File: src/rtl/alu_req_arbiter.sv
// alu_req_arbiter: two-requester front end for an external combinational ALU.
// One operation is in flight at a time: IDLE (accept) -> EXEC (ALU evaluates
// the captured operands) -> RESP (hold response until the consumer takes it).
// Arbitration is round-robin, or requester 0 always wins when FIXED_PRIO=1.
// Optional feature macro: DIVZERO_GUARD_EN -- when defined, divide (op 3) and
// modulo (op 10) with y==0 complete with data 8'h00 and the error flag set.
module alu_req_arbiter #(
    parameter int FIXED_PRIO = 0
) (
    input  logic       clk,
    input  logic       rst,
    input  logic       req0_valid,
    output logic       req0_ready,
    input  logic [3:0] req0_op,
    input  logic [3:0] req0_x,
    input  logic [3:0] req0_y,
    input  logic       req1_valid,
    output logic       req1_ready,
    input  logic [3:0] req1_op,
    input  logic [3:0] req1_x,
    input  logic [3:0] req1_y,
    output logic [7:0] alu_ui_in,
    output logic [7:0] alu_uio_in,
    input  logic [7:0] alu_result,
    output logic       rsp_valid,
    input  logic       rsp_ready,
    output logic       rsp_id,
    output logic [7:0] rsp_data,
    output logic       rsp_err,
    output logic       busy
);

    localparam logic [1:0] IDLE = 2'd0;
    localparam logic [1:0] EXEC = 2'd1;
    localparam logic [1:0] RESP = 2'd2;

    logic [1:0] state;
    logic       last_grant;
    logic [3:0] op_q;
    logic [3:0] x_q;
    logic [3:0] y_q;
    logic       id_q;
    logic       accept;
    logic       grant_id;
    logic [7:0] result_d;
    logic       err_d;

    // Pick a winner and raise exactly one ready while idle and out of reset
    always_comb begin
        grant_id = 1'b0;
        if (req0_valid && req1_valid) begin
            if (FIXED_PRIO != 0) begin
                grant_id = 1'b0;
            end else begin
                grant_id = ~last_grant;
            end
        end else if (req1_valid) begin
            grant_id = 1'b1;
        end
        accept     = (state == IDLE) && !rst && (req0_valid || req1_valid);
        req0_ready = accept && !grant_id;
        req1_ready = accept && grant_id;
    end

    // Decide what the response will carry; reserved opcodes override the ALU
    always_comb begin
        result_d = alu_result;
        err_d    = 1'b0;
        if (op_q >= 4'd13) begin
            result_d = 8'h00;
            err_d    = 1'b1;
        end
`ifdef DIVZERO_GUARD_EN
        else if (((op_q == 4'd3) || (op_q == 4'd10)) && (y_q == 4'd0)) begin
            result_d = 8'h00;
            err_d    = 1'b1;
        end
`endif
    end

    // Sequencer: capture on accept, latch ALU output after EXEC, wait for consumer
    always_ff @(posedge clk) begin
        if (rst) begin
            state      <= IDLE;
            last_grant <= 1'b1;
            op_q       <= 4'h0;
            x_q        <= 4'h0;
            y_q        <= 4'h0;
            id_q       <= 1'b0;
            rsp_data   <= 8'h00;
            rsp_err    <= 1'b0;
        end else begin
            case (state)
                IDLE: begin
                    if (accept) begin
                        op_q       <= grant_id ? req1_op : req0_op;
                        x_q        <= grant_id ? req1_x  : req0_x;
                        y_q        <= grant_id ? req1_y  : req0_y;
                        id_q       <= grant_id;
                        last_grant <= grant_id;
                        state      <= EXEC;
                    end
                end
                EXEC: begin
                    rsp_data <= result_d;
                    rsp_err  <= err_d;
                    state    <= RESP;
                end
                RESP: begin
                    if (rsp_ready) begin
                        state <= IDLE;
                    end
                end
                default: begin
                    state <= IDLE;
                end
            endcase
        end
    end

    assign alu_ui_in  = {y_q, x_q};
    assign alu_uio_in = {4'h0, op_q};
    assign rsp_id     = id_q;
    assign rsp_valid  = (state == RESP);
    assign busy       = (state != IDLE);

endmodule

File: config.mk
export PLATFORM = sky130hd
export DESIGN_NAME = alu_req_arbiter
export DESIGN_NICKNAME = d
export VERILOG_FILES = /design/src/rtl/alu_req_arbiter.sv
export SDC_FILE = /design/constraint.sdc
export NUM_CORES = 1
export LEC_CHECK = 0
export CAP_MARGIN = 40
export CORE_MARGIN = 4
export CORE_UTILIZATION = 35
export DETAILED_ROUTE_END_ITERATION = 8
export GPL_TIMING_DRIVEN = 0
export PLACE_DENSITY = 0.78
export SLEW_MARGIN = 30
export SYNTH_ARGS = -nofsm -noshare
export SYNTH_HDL_FRONTEND = slang
export SYNTH_SLANG_ARGS = --single-unit
File: constraint.sdc
create_clock -name clk -period 1.7 [get_ports clk]
set_input_delay 0.34 -clock clk [delete_from_list [all_inputs] [get_ports clk]]
set_output_delay 0.34 -clock clk [all_outputs]
set_load 0.03 [all_outputs]
# ---- After elaboration in Yosys (flattened, before gate mapping)
# Index checks and enable logic that the tools add are counted.
dict set report word_totals {
  in_bits 37
  out_inout_bits 30
  wordCells 36
  reg_bits 25
}
dict set report op_classes {
  bitwise_logic 1
  muxes 10
  eq_ne 4
  order_cmp 1
  n_reduce_logical 12
}
# cell count
set op_table {}
lappend op_table {{2-to-1 mux 4 bit} 3}
lappend op_table {{2-to-1 mux 8 bit} 1}
lappend op_table {{case mux 2 bit (3 select lines)} 1}
lappend op_table {{logical AND 1 bit} 5}
lappend op_table {{>= comparator 4 bit, second input constant} 1}
lappend op_table {{2-to-1 mux 2 bit} 2}
lappend op_table {{AND reduction 2 bit} 2}
lappend op_table {{2-to-1 mux 1 bit} 3}
lappend op_table {{== test 2 x 1 -> 1 bit, second input constant} 1}
lappend op_table {{== test 2 bit, second input constant} 1}
lappend op_table {{logical NOT 1 bit} 2}
lappend op_table {{logical NOT 2 bit} 1}
lappend op_table {{!= test 2 x 1 -> 1 bit, second input constant} 1}
lappend op_table {{!= test 2 bit, second input constant} 1}
lappend op_table {{nonzero test 2 bit} 1}
lappend op_table {{logical OR 1 bit} 1}
lappend op_table {{inverter 1 bit} 1}

# ---- Logic depth before layout (Yosys ltp)
# Gate-level depths: netlist of the first run.
dict set report logic_depth {
  word_depth 5
  ltp_mapped 5
  depth_no_buf 4
}

# ---- Least setup slack after synthesis of the first run
# OpenSTA, ideal clock, no wires.
dict set report synth_timing {
  path_type {reg-to-output}
  start {register state[1]}
  end {output port req0_ready}
  arrival_ps 1712
  path_buffers 0
  path_slack_ps -352
  required_ps 1360
  stages_incl_launch_ff 4
  cell_sequence {dfxtp_1 > nor2_4 > inv_1 > nor4_1}
}
dict set report synth_via {
  elab_chain_len 4
}
# element line
set synth_lines {}
lappend synth_lines {{start, declared} 37} ;# logic [1:0] state;
lappend synth_lines {{start signal, assigned} 84} ;# state <= IDLE;
lappend synth_lines {{start signal, assigned} 101} ;# state <= EXEC;
lappend synth_lines {{start signal, assigned} 107} ;# state <= RESP;
lappend synth_lines {{logical NOT 2 bit} 60} ;# accept = (state == IDLE) && !rst && (req0_valid || req1_valid);
lappend synth_lines {{logical AND 1 bit (2 in a row)} 60}
lappend synth_lines {{logical AND 1 bit} 61} ;# req0_ready = accept && !grant_id;
lappend synth_lines {{end, declared} 13} ;# output logic req0_ready,
# No other way between the ends.

# ---- Final worst setup path of the first run
dict set report layout_timing {
  start {input port req0_valid}
  end {output port req1_ready}
}
dict set report layout_via {
  elab_chain_len 3
}
# element line
set layout_lines {}
lappend layout_lines {{start, declared} 12} ;# input logic req0_valid,
lappend layout_lines {{logical AND 1 bit or logical OR 1 bit (tied branches)} {51, 60}}
lappend layout_lines {{2-to-1 mux 1 bit or logical AND 1 bit (tied branches)} {51, 60}}
lappend layout_lines {{logical AND 1 bit (*)} 62} ;# req1_ready = accept && grant_id;
lappend layout_lines {{end, declared} 18} ;# output logic req1_ready,
# Mark *: on every way between the ends. The rest lies on a longest branch, timed or not.

==> flow_summary.toml, run 1 <==
[run_status]
outcome = "complete, no violations"

[yosys]
synth_flop_cell = "dfxtp_1"
synth.cells.most_frequent = "25 x dfxtp_1, 13 x a21oi_1, 12 x mux2i_1"
synth_compound_gate_area_share = 0.252
synthAdderAreaFrac = 0
post_synth_design_cell_area_um2 = 1180
synth-edff-count = 0
yosysTopAreaCellShare = 0.425
synth_top_cells_by_area = "dfxtp_1 42%, mux2i_1 10%, a211oi_2 7.4%"
main_combinational_cell_family_by_area_after_synthesis = "compound AO/OA/AOI/OAI gates"
synth-simple-area-share = 0.127
ys_warn_count = 0
synthMostInstantiatedCell = "dfxtp_1"
synth-async-reset-ratio = 0
cells_after_synthesis = 123
yosys.area.top_type = "dfxtp_1"
synth_area_per_cell_um2 = 9.58
synth_cell_types = 27
multiplexer_share_of_the_synthesized_area = 0.102
synthXorXnorAreaFrac = 0
synth_seq_area_share = 0.425
synth_register_bits = 25

[die]
die_h_um = 66.0
design.die.area_um2 = 4360
rows = 20
core_region_area_um2 = 3130
pin_count = 67
die_w_um = 66.0
initial_core_util = 0.377

[drt]
postRouteAntennaNets = 0
viasPerCell = 4.90
drtIter0Drc = 69
drtPass1Iterations = 4
route.final.wire_length_mm = 3.40
drcViolationCount = 0
dr_wl_cell_um = 14.3
via_count = 1166

[placement]
buffer_ports.inserted = 61
hpwlAfterDp_mm = 2.56
final_weighted_congestion_in_routability_driven_placement = 0.740

[clock_network]
cts.reportedPaths.clkPinSlew_ns = 0.13
clkLatencyLatePin_ns = 0.31
cts_made_buffers = 3
cts_sinks = 25
cts-root-buf = "clkbuf_4"
cts_tree = "done"
cts_hold_buf = 0
htreeDepth = 1
cts_max_path_buffers = 2

[power_and_ir_drop]
p_leak_uw = 0.000961
worst_ir_drop_vdd_v = 0.000341
power.density_nw_per_um2 = 759

[timing]
max_freq_mhz = 599
setup_violations = 0
grt_setup_unrepaired = "true"
layout_worst_path_cycle_share = 0.982
final_hold_viol_count = 0
setup-tns-final_ns = 0
setup_skew_ns = 0.00515
worst_tran_pin_value_ns = 0.612
timing_max_transition_violations_final = 0
layout_min_cycle_time_ns = 1.67
worst_slew_margin_rel = 0.590

[global_route]
globalRoute.totalOverflow = 0
groute.layer.met2.usage = 0.268
groute.usage.overall = 0.147
grt_pass1_vias = 1141
grt_start_max_net_pins = 14
met3_layer_usage_reported_by_global_route = 0.0459
met1_usage = 0.159
busiest_layer = "met2"
grt_first_pass_wirelength_mm = 5.00
antenna_violations_before_repair = 0

[setup_path]
critPathRequiredTime_ns = 1.36
setup.worst_path.start_class = "input pin"
crit_fanout = 4
end_kind = "output pin"
crit_type = "in -> out"
critPathArrivalTime_ns = 1.33

[cells_and_area]
area_growth_from_synthesis_to_final_layout_pct = 64.6
layout.core_utilization = 0.620
num-nets-final = 232
antenna_cells = 0
drive_gt1_frac = 0.191

[flow_run]
maxCapViolCount = 0

[worst_hold_path]
worst_min_delay_path_category = "reg -> reg"
[state kept, by name (all words and copies together), names as in the netlist]
| signal | cells |
|---|---|
| rsp_data | 8 |
| op_q | 4 |
| x_q | 4 |
| y_q | 4 |
| state | 2 |
| last_grant | 1 |
| rsp_err | 1 |
| rsp_id | 1 |
[worst max-delay path: stages]
cell,delay (ns)
dlygate4sd2_1,0.29
nor2_2,0.28
nor3_4,0.08
and2_2,0.21
buf_6,0.13
[routing by layer]
layer	share of wire	up-vias	wire (um)
li1	-	581	-
met1	0.40	528	1370
met2	0.51	51	1750
met3	0.069	6	236
met4	0.014	0	47
met5	0	-	0
[where the power goes]
part	internal [uW]	leakage, uW	switching (uW)
Combinational	243	0.000739	297
Clock	91.7	0.0000150	168
Sequential	640	0.000207	33.7
[through the flow]
stage	instances	setup WS [ns]	hold WS, ns	total power, uW	instance area [um2]
after floorplan	126	0.147	0.492	1000	1200
after global placement	231	-0.818	0.439	1220	1870
after detailed placement	231	-0.835	0.448	1240	1870
after CTS	239	0.00184	0.437	1490	1920
after global routing	238	-0.0213	0.488	1550	1940
final	238	0.0302	0.464	1470	1940
[layout make-up]
| cell class | instances | area, um2 |
|---|---|---|
| buffer | 14 | 80.1 |
| sequential | 25 | 507 |
| multi-input combinational | 84 | 606 |
| clock buffer | 4 | 26.3 |
| inverter | 2 | 10.0 |
| fill | 275 | 1190 |
| tap | 44 | 55.1 |
| timing repair buffer | 65 | 657 |
[cells by family after synthesis]
| kind of cell | Yosys count |
|---|---|
| AO/OA/AOI/OAI | 40 |
| AND/OR/NAND/NOR | 28 |
| flip-flops | 25 |
| buffers and inverters | 17 |
| multiplexers | 12 |
| other | 1 |
[timing repair]
item,4_1_cts,5_1_grt
endpoints found under the setup margin,13,16
gates cloned,0,0
pin swaps,2,3
resized for setup,31,20
setup buffers,4,0
[cell usage in the layout (no fill, tap or decap), drive strengths merged]
cell type      Yosys  final
clkdlybuf4s15      0      1
nor2               2      2
o211ai             1      1
dlymetal6s2s       0     13
clkbuf             2      7
inv                2      2
and2               1      1
nand2b             2      2
or2                1      1
buf               13     18
nor4               1      1
a31oi             10     10
dlygate4sd2        0     11
clkdlybuf4s50      0     33
dfxtp             25     25
a21oi             13     13
nor2b              2      2
a311oi             2      2
nand2              8      8
a21boi             1      1
mux2i             12     12
a211oi            10     10
conb               1      4
o21ai              3      3
nor3               1      1
nand3             10     10
[final timing paths]
check / start / to / slack [ns] / depth (start not counted)
worst max-delay path: req0_valid / req1_ready / 0.03 / 5
worst min-delay path: rsp_data[5] / rsp_data[5] / 0.46 / 2
worst max register to register: state[1] / op_q[3] / 0.38 / 5
worst min register to register: rsp_data[5] / rsp_data[5] / 0.46 / 2
Power figures use the tool's default switching activity.
==> run 2: changes to the inputs <==
SETUP_SLACK_MARGIN = 0.05   (was default)
SKIP_CTS_REPAIR_TIMING = 1   (was default)
==> flow_summary.toml, run 2 (same netlist as run 1, synthesis figures left out) <==
[global_route]
busiest_layer = "met2"
globalRoute.totalOverflow = 0
met1_usage = 0.159
grt_first_pass_wirelength_mm = 4.89
grt_start_max_net_pins = 14
groute.usage.overall = 0.145
antenna_violations_before_repair = 0
groute.layer.met2.usage = 0.260
grt_pass1_vias = 1125
met3_layer_usage_reported_by_global_route = 0.0442

[run_status]
violations_in_the_final_reports = "negative setup slack"
outcome = "complete, but fails checks"

[timing]
max_freq_mhz = 581
setup_skew_ns = 0.00479
final_hold_viol_count = 0
worst_tran_pin_value_ns = 0.634
timing_max_transition_violations_final = 0
layout_min_cycle_time_ns = 1.72
fin_ws_ns = -0.0223
setup-tns-final_ns = -0.0223
setup_violations = 1
worst_slew_margin_rel = 0.577
layout_worst_path_cycle_share = 1.01
worst_hold_margin_ns = 0.464
grt_setup_unrepaired = "true"

[clock_network]
cts.reportedPaths.clkPinSlew_ns = 0.13
cts_max_path_buffers = 2
clkLatencyLatePin_ns = 0.31
cts_sinks = 25
cts-root-buf = "clkbuf_4"
cts_tree = "done"
htreeDepth = 1
cts_made_buffers = 3

[setup_path]
setup.worst_path.start_class = "flip-flop"
crit_fanout = 5
timing.critical_path.buf_inv = 2
crit_type = "reg -> out"
critPathRequiredTime_ns = 1.36
rr_endpoint = "x_q[0]"
r2r-start = "last_grant"
end_kind = "output pin"
path_delay_family = "flip-flops"
worst_path_max_delay_cell = "dfxtp_2"
timing.reg2reg.setup_slack_ns = 0.27
critPathArrivalTime_ns = 1.38
timing.critical_path.slowest_cell_delay_ns = 0.37
critical_path.cell_chain = "a21boi_4 -> buf_12 -> nor4_4 -> buf_6"
worst-r2r-cell-count = 5

[drt]
route.final.wire_length_mm = 3.38
via_count = 1171
drcViolationCount = 0
viasPerCell = 4.90
dr_wl_cell_um = 14.2
drtIter0Drc = 89
postRouteAntennaNets = 0
drtPass1Iterations = 4

[cells_and_area]
antenna_cells = 0
fillCellCount = 265
register_with_the_highest_flop_count = "rsp_data"
area_of_the_multi_input_gates_um2 = 606
drive_gt1_frac = 0.190
most-common-layout-cells = "33 x clkdlybuf4s50_1, 25 x dlymetal6s2s_1, 23 x dfxtp_1"
area_growth_from_synthesis_to_final_layout_pct = 69.7
register_area_um2 = 505
layout.cells.most_common = "clkdlybuf4s50_1"
num-nets-final = 233
largest_register_ff_count = 8

[worst_hold_path]
worst_min_delay_path_category = "reg -> reg"
hold_end = "rsp_data[2]"
timing.hold.worst_path_depth = 2
worstHoldStart = "rsp_data[2]"

[power_and_ir_drop]
pwr-share-comb = 0.374
power.density_nw_per_um2 = 746
p_leak_uw = 0.00110
power.internal_uw = 994
net-switching-power_uw = 499
power.switching_fraction = 0.334
share_seq_of_total_power = 0.451
worst_ir_drop_vdd_v = 0.000348
power.share.clock = 0.175

[die]
pin_count = 67
initial_core_util = 0.377
rows = 20
die_w_um = 66.0
core_region_area_um2 = 3130
die_h_um = 66.0
design.die.area_um2 = 4360

[flow_run]
maxCapViolCount = 0

[placement]
buffer_ports.inserted = 61
hpwlAfterDp_mm = 2.56
final_weighted_congestion_in_routability_driven_placement = 0.740
==> run 2: final cells by class <==
class / instances / area share
inverters: 2 / 0.00375
multi-input cells: 84 / 0.303
repair buffers: 65 / 0.350
well taps: 44 / 0.0275
plain buffers: 15 / 0.0500
clock buffers: 4 / 0.0131
flip-flops and latches: 25 / 0.253
==> run 2: through the flow <==
| stage | cell area, um2 | worst slack [ns] | util | total power [uW] | cells |
|---|---|---|---|---|---|
| 6_report | 2000 | -0.0223 | 0.640 | 1490 | 239 |
| 5_1_grt | 2000 | -0.0877 | 0.640 | 1570 | 239 |
| 4_1_cts | 1900 | -0.831 | 0.606 | 1500 | 235 |
| 3_5_place_dp | 1870 | -0.835 | 0.598 | 1240 | 231 |
| 3_3_place_gp | 1870 | -0.818 | 0.598 | 1220 | 231 |
| 2_1_floorplan | 1200 | 0.147 | - | 1000 | 126 |
==> run 2: per-layer routing <==
| metal | part of all wire | wire [um] |
|---|---|---|
| met1 | 0.42 | 1430 |
| met3 | 0.059 | 199 |
| met5 | 0 | 0 |
| met2 | 0.50 | 1700 |
| met4 | 0.017 | 57 |
==> run 2: how the worst max path moves through the flow <==
stage                          start  slack (ns)         end  cells past startpoint
after floorplan             state[1]        0.15  req0_ready                      3
after global placement    req1_valid       -0.82  req1_ready                      5
after detailed placement  req1_valid       -0.83  req1_ready                      5
after CTS                 req1_valid       -0.83  req1_ready                      5
after global routing        state[0]       -0.09  req1_ready                      5
final                     last_grant       -0.02  req0_ready                      4
==> run 2: tightest hold or removal path: cells and delay by family, from the launching register on <==
family             cells  cell delay (ns)
and+or+nand+nor        1             0.05
AOI/OAI and AO/OA      1             0.05
DFF                    1             0.33
==> run 2: power by group through the flow <==
stage | logic (uW) | registers, uW | clock network [uW]
finish | 559 | 673 | 261
global route | 595 | 680 | 296
CTS | 552 | 675 | 271
detailed placement | 549 | 687 | 0
global placement | 539 | 685 | 0
floorplan | 232 | 772 | 0
==> run 3: changes to the inputs <==
ABC_AREA = 1   (was default)
PLACE_DENSITY = 0.79   (was 0.78)
==> flow_summary.toml, run 3 <==
[worst_hold_path]
hold_end = "rsp_data[1]"
worstHoldStart = "rst"
worst_min_delay_path_category = "in -> reg"
timing.hold.worst_path_depth = 2

[die]
core_region_area_um2 = 3100
initial_core_util = 0.370
design.die.area_um2 = 4260
pin_count = 67
die_h_um = 65.3
die_w_um = 65.3
rows = 20

[placement]
hpwlAfterDp_mm = 2.42
buffer_ports.inserted = 62
final_weighted_congestion_in_routability_driven_placement = 0.743
dp_slack_ns = -0.775

[drt]
drtPass1Iterations = 4
drtIter0Drc = 38
met1_length_mm = 1.39
dr_wl_met3_um = 229
via_count = 1278
routed-wl-met2_mm = 1.60
viasPerCell = 4.58
route.final.wire_length_mm = 3.26
postRouteAntennaNets = 0
dr.max_layer_used = "met4"
dr_wl_cell_um = 11.7
drcViolationCount = 0

[flow_run]
maxCapViolCount = 0

[global_route]
grt_first_pass_wirelength_mm = 5.00
grt_pass1_vias = 1165
groute.usage.overall = 0.150
globalRoute.totalOverflow = 0
antenna_violations_before_repair = 0
grt_start_max_net_pins = 16

[setup_path]
timing.critical_path.slowest_cell_delay_ns = 0.36
critical_path.cell_chain = "nor2_4 -> nand3_4 -> buf_6 -> nor2_2 -> buf_6"
rr_endpoint = "rsp_data[6]"
end_kind = "output pin"
critPathRequiredTime_ns = 1.36
crit_type = "reg -> out"
cp_common_cell = "buf_6"
crit_fanout = 10
setup.worst_path.start_class = "flip-flop"
timing.reg2reg.setup_slack_ns = 0.48
worst-r2r-cell-count = 3
worst_path_max_delay_cell = "dfxtp_2"
critPathArrivalTime_ns = 1.39
r2r-start = "op_q[0]"

[cells_and_area]
antenna_cells = 0
largest_register_ff_count = 8
area_growth_from_synthesis_to_final_layout_pct = 71.9
layout.cells.most_common = "nand2_1"
num-nets-final = 273
most-common-layout-cells = "61 x nand2_1, 33 x clkdlybuf4s50_1, 27 x dlymetal6s2s_1"
fillCellCount = 301
drive_gt1_frac = 0.145
register_with_the_highest_flop_count = "rsp_data"

[timing]
setup-tns-final_ns = -0.0296
final_hold_viol_count = 0
setup_skew_ns = 0.00946
layout_min_cycle_time_ns = 1.73
setup_violations = 2
grt_setup_unrepaired = "true"
fin_ws_ns = -0.0252
layout_worst_path_cycle_share = 1.01
worst_slew_margin_rel = 0.590
max_freq_mhz = 580
timing_max_transition_violations_final = 0
worst_tran_pin_value_ns = 0.611

[yosys]
synth.cells.most_frequent = "63 x nand2_1, 25 x dfxtp_1, 23 x a21oi_1"
synth_top_cells_by_area = "dfxtp_1 44%, nand2_1 21%, a21oi_1 10%"
synth-edff-count = 0
synth_area_per_cell_um2 = 7.05
yosysTopAreaCellShare = 0.436
synth-async-reset-ratio = 0
synth_cell_types = 18
yosys.area.top_type = "dfxtp_1"
cells_after_synthesis = 163
ys_warn_count = 0
post_synth_design_cell_area_um2 = 1150
synth_seq_area_share = 0.436
synth_flop_cell = "dfxtp_1"
synth_register_bits = 25
synthMostInstantiatedCell = "nand2_1"

[run_status]
violations_in_the_final_reports = "negative setup slack"
outcome = "complete, but fails checks"

[clock_network]
cts_max_path_buffers = 2
cts_tree = "done"
cts.reportedPaths.clkPinSlew_ns = 0.15
cts_made_buffers = 3
cts_sinks = 25
clkLatencyLatePin_ns = 0.33
htreeDepth = 1
cts-root-buf = "clkbuf_4"

[power_and_ir_drop]
power.switching_fraction = 0.332
share_seq_of_total_power = 0.466
p_leak_uw = 0.00123
power.density_nw_per_um2 = 708
power_uw = 1400
power.internal_uw = 934
power.share.clock = 0.200
pwr-share-comb = 0.334
net-switching-power_uw = 464
worst_ir_drop_vdd_v = 0.000382
==> run 3: changes by cell type after synthesis, moves of 4 or more <==
cell	change
nand2_1	+55
mux2i_1	-12
nand3_1	+11
a21oi_1	+10
a31oi_1	-10
a211oi_2	-7
inv_2	+4
==> run 3: layout make-up <==
class	instances	area, um2	share of cell area
repair buffers	65	709	0.359
multi-input cells	121	561	0.284
flip-flops and latches	25	504	0.255
plain buffers	11	81.3	0.0412
well taps	44	55.1	0.0279
inverters	9	33.8	0.0171
clock buffers	3	22.5	0.0114
clock inverters	1	7.51	0.00380
==> run 3: logic make-up (layout without fill, tap and decap cells) <==
kind of cell | count (synthesis) | count (layout) | share of synthesized area
AO/OA/AOI/OAI | 25 | 25 | 0.109
buffers and inverters | 20 | 89 | 0.0970
other | 1 | 4 | 0.00326
AND/OR/NAND/NOR | 92 | 92 | 0.355
flip-flops | 25 | 25 | 0.436
==> run 3: worst max-delay path, delay by kind of cell, from the launching register on <==
kind	cells	cell delay [ns]
and+or+nand+nor	3	0.38
buffers and inverters	2	0.31
DFF	1	0.36
==> run 3: layer usage <==
metal,up-vias,track usage
met1,574,0.177
met5,-,0
met4,0,0.0466
met3,5,0.0427
met2,40,0.259
li1,659,-
==> run 3: per-stage QoR <==
stage / hold WS, ns / cells / instance area, um2 / utilization
5_1_grt: 0.263 / 279 / 1970 / 0.636
2_1_floorplan: 0.409 / 166 / 1160 / -
4_1_cts: 0.475 / 276 / 1870 / 0.601
6_report: 0.259 / 279 / 1970 / 0.636
3_5_place_dp: 0.449 / 272 / 1840 / 0.592
3_3_place_gp: 0.444 / 272 / 1840 / 0.592
==> run 3: worst max-delay path by stage <==
stage                    start    endpoint  slack [ns]  cells past startpoint
finish                state[1]  req0_ready       -0.03                      5
global route          state[1]  req0_ready       -0.11                      5
CTS                 req0_valid  req0_ready       -0.78                      7
detailed placement  req0_valid  req0_ready       -0.77                      7
global placement    req0_valid  req0_ready       -0.76                      7
floorplan           req0_valid  req0_ready        0.23                      5
==> run 3: power groups by stage <==
stage	Clock [uW]	Sequential [uW]	Combinational, uW
after floorplan	0	731	188
after global routing	318	657	505
after global placement	0	663	455
after detailed placement	0	664	459
after CTS	284	651	461
final	280	652	467
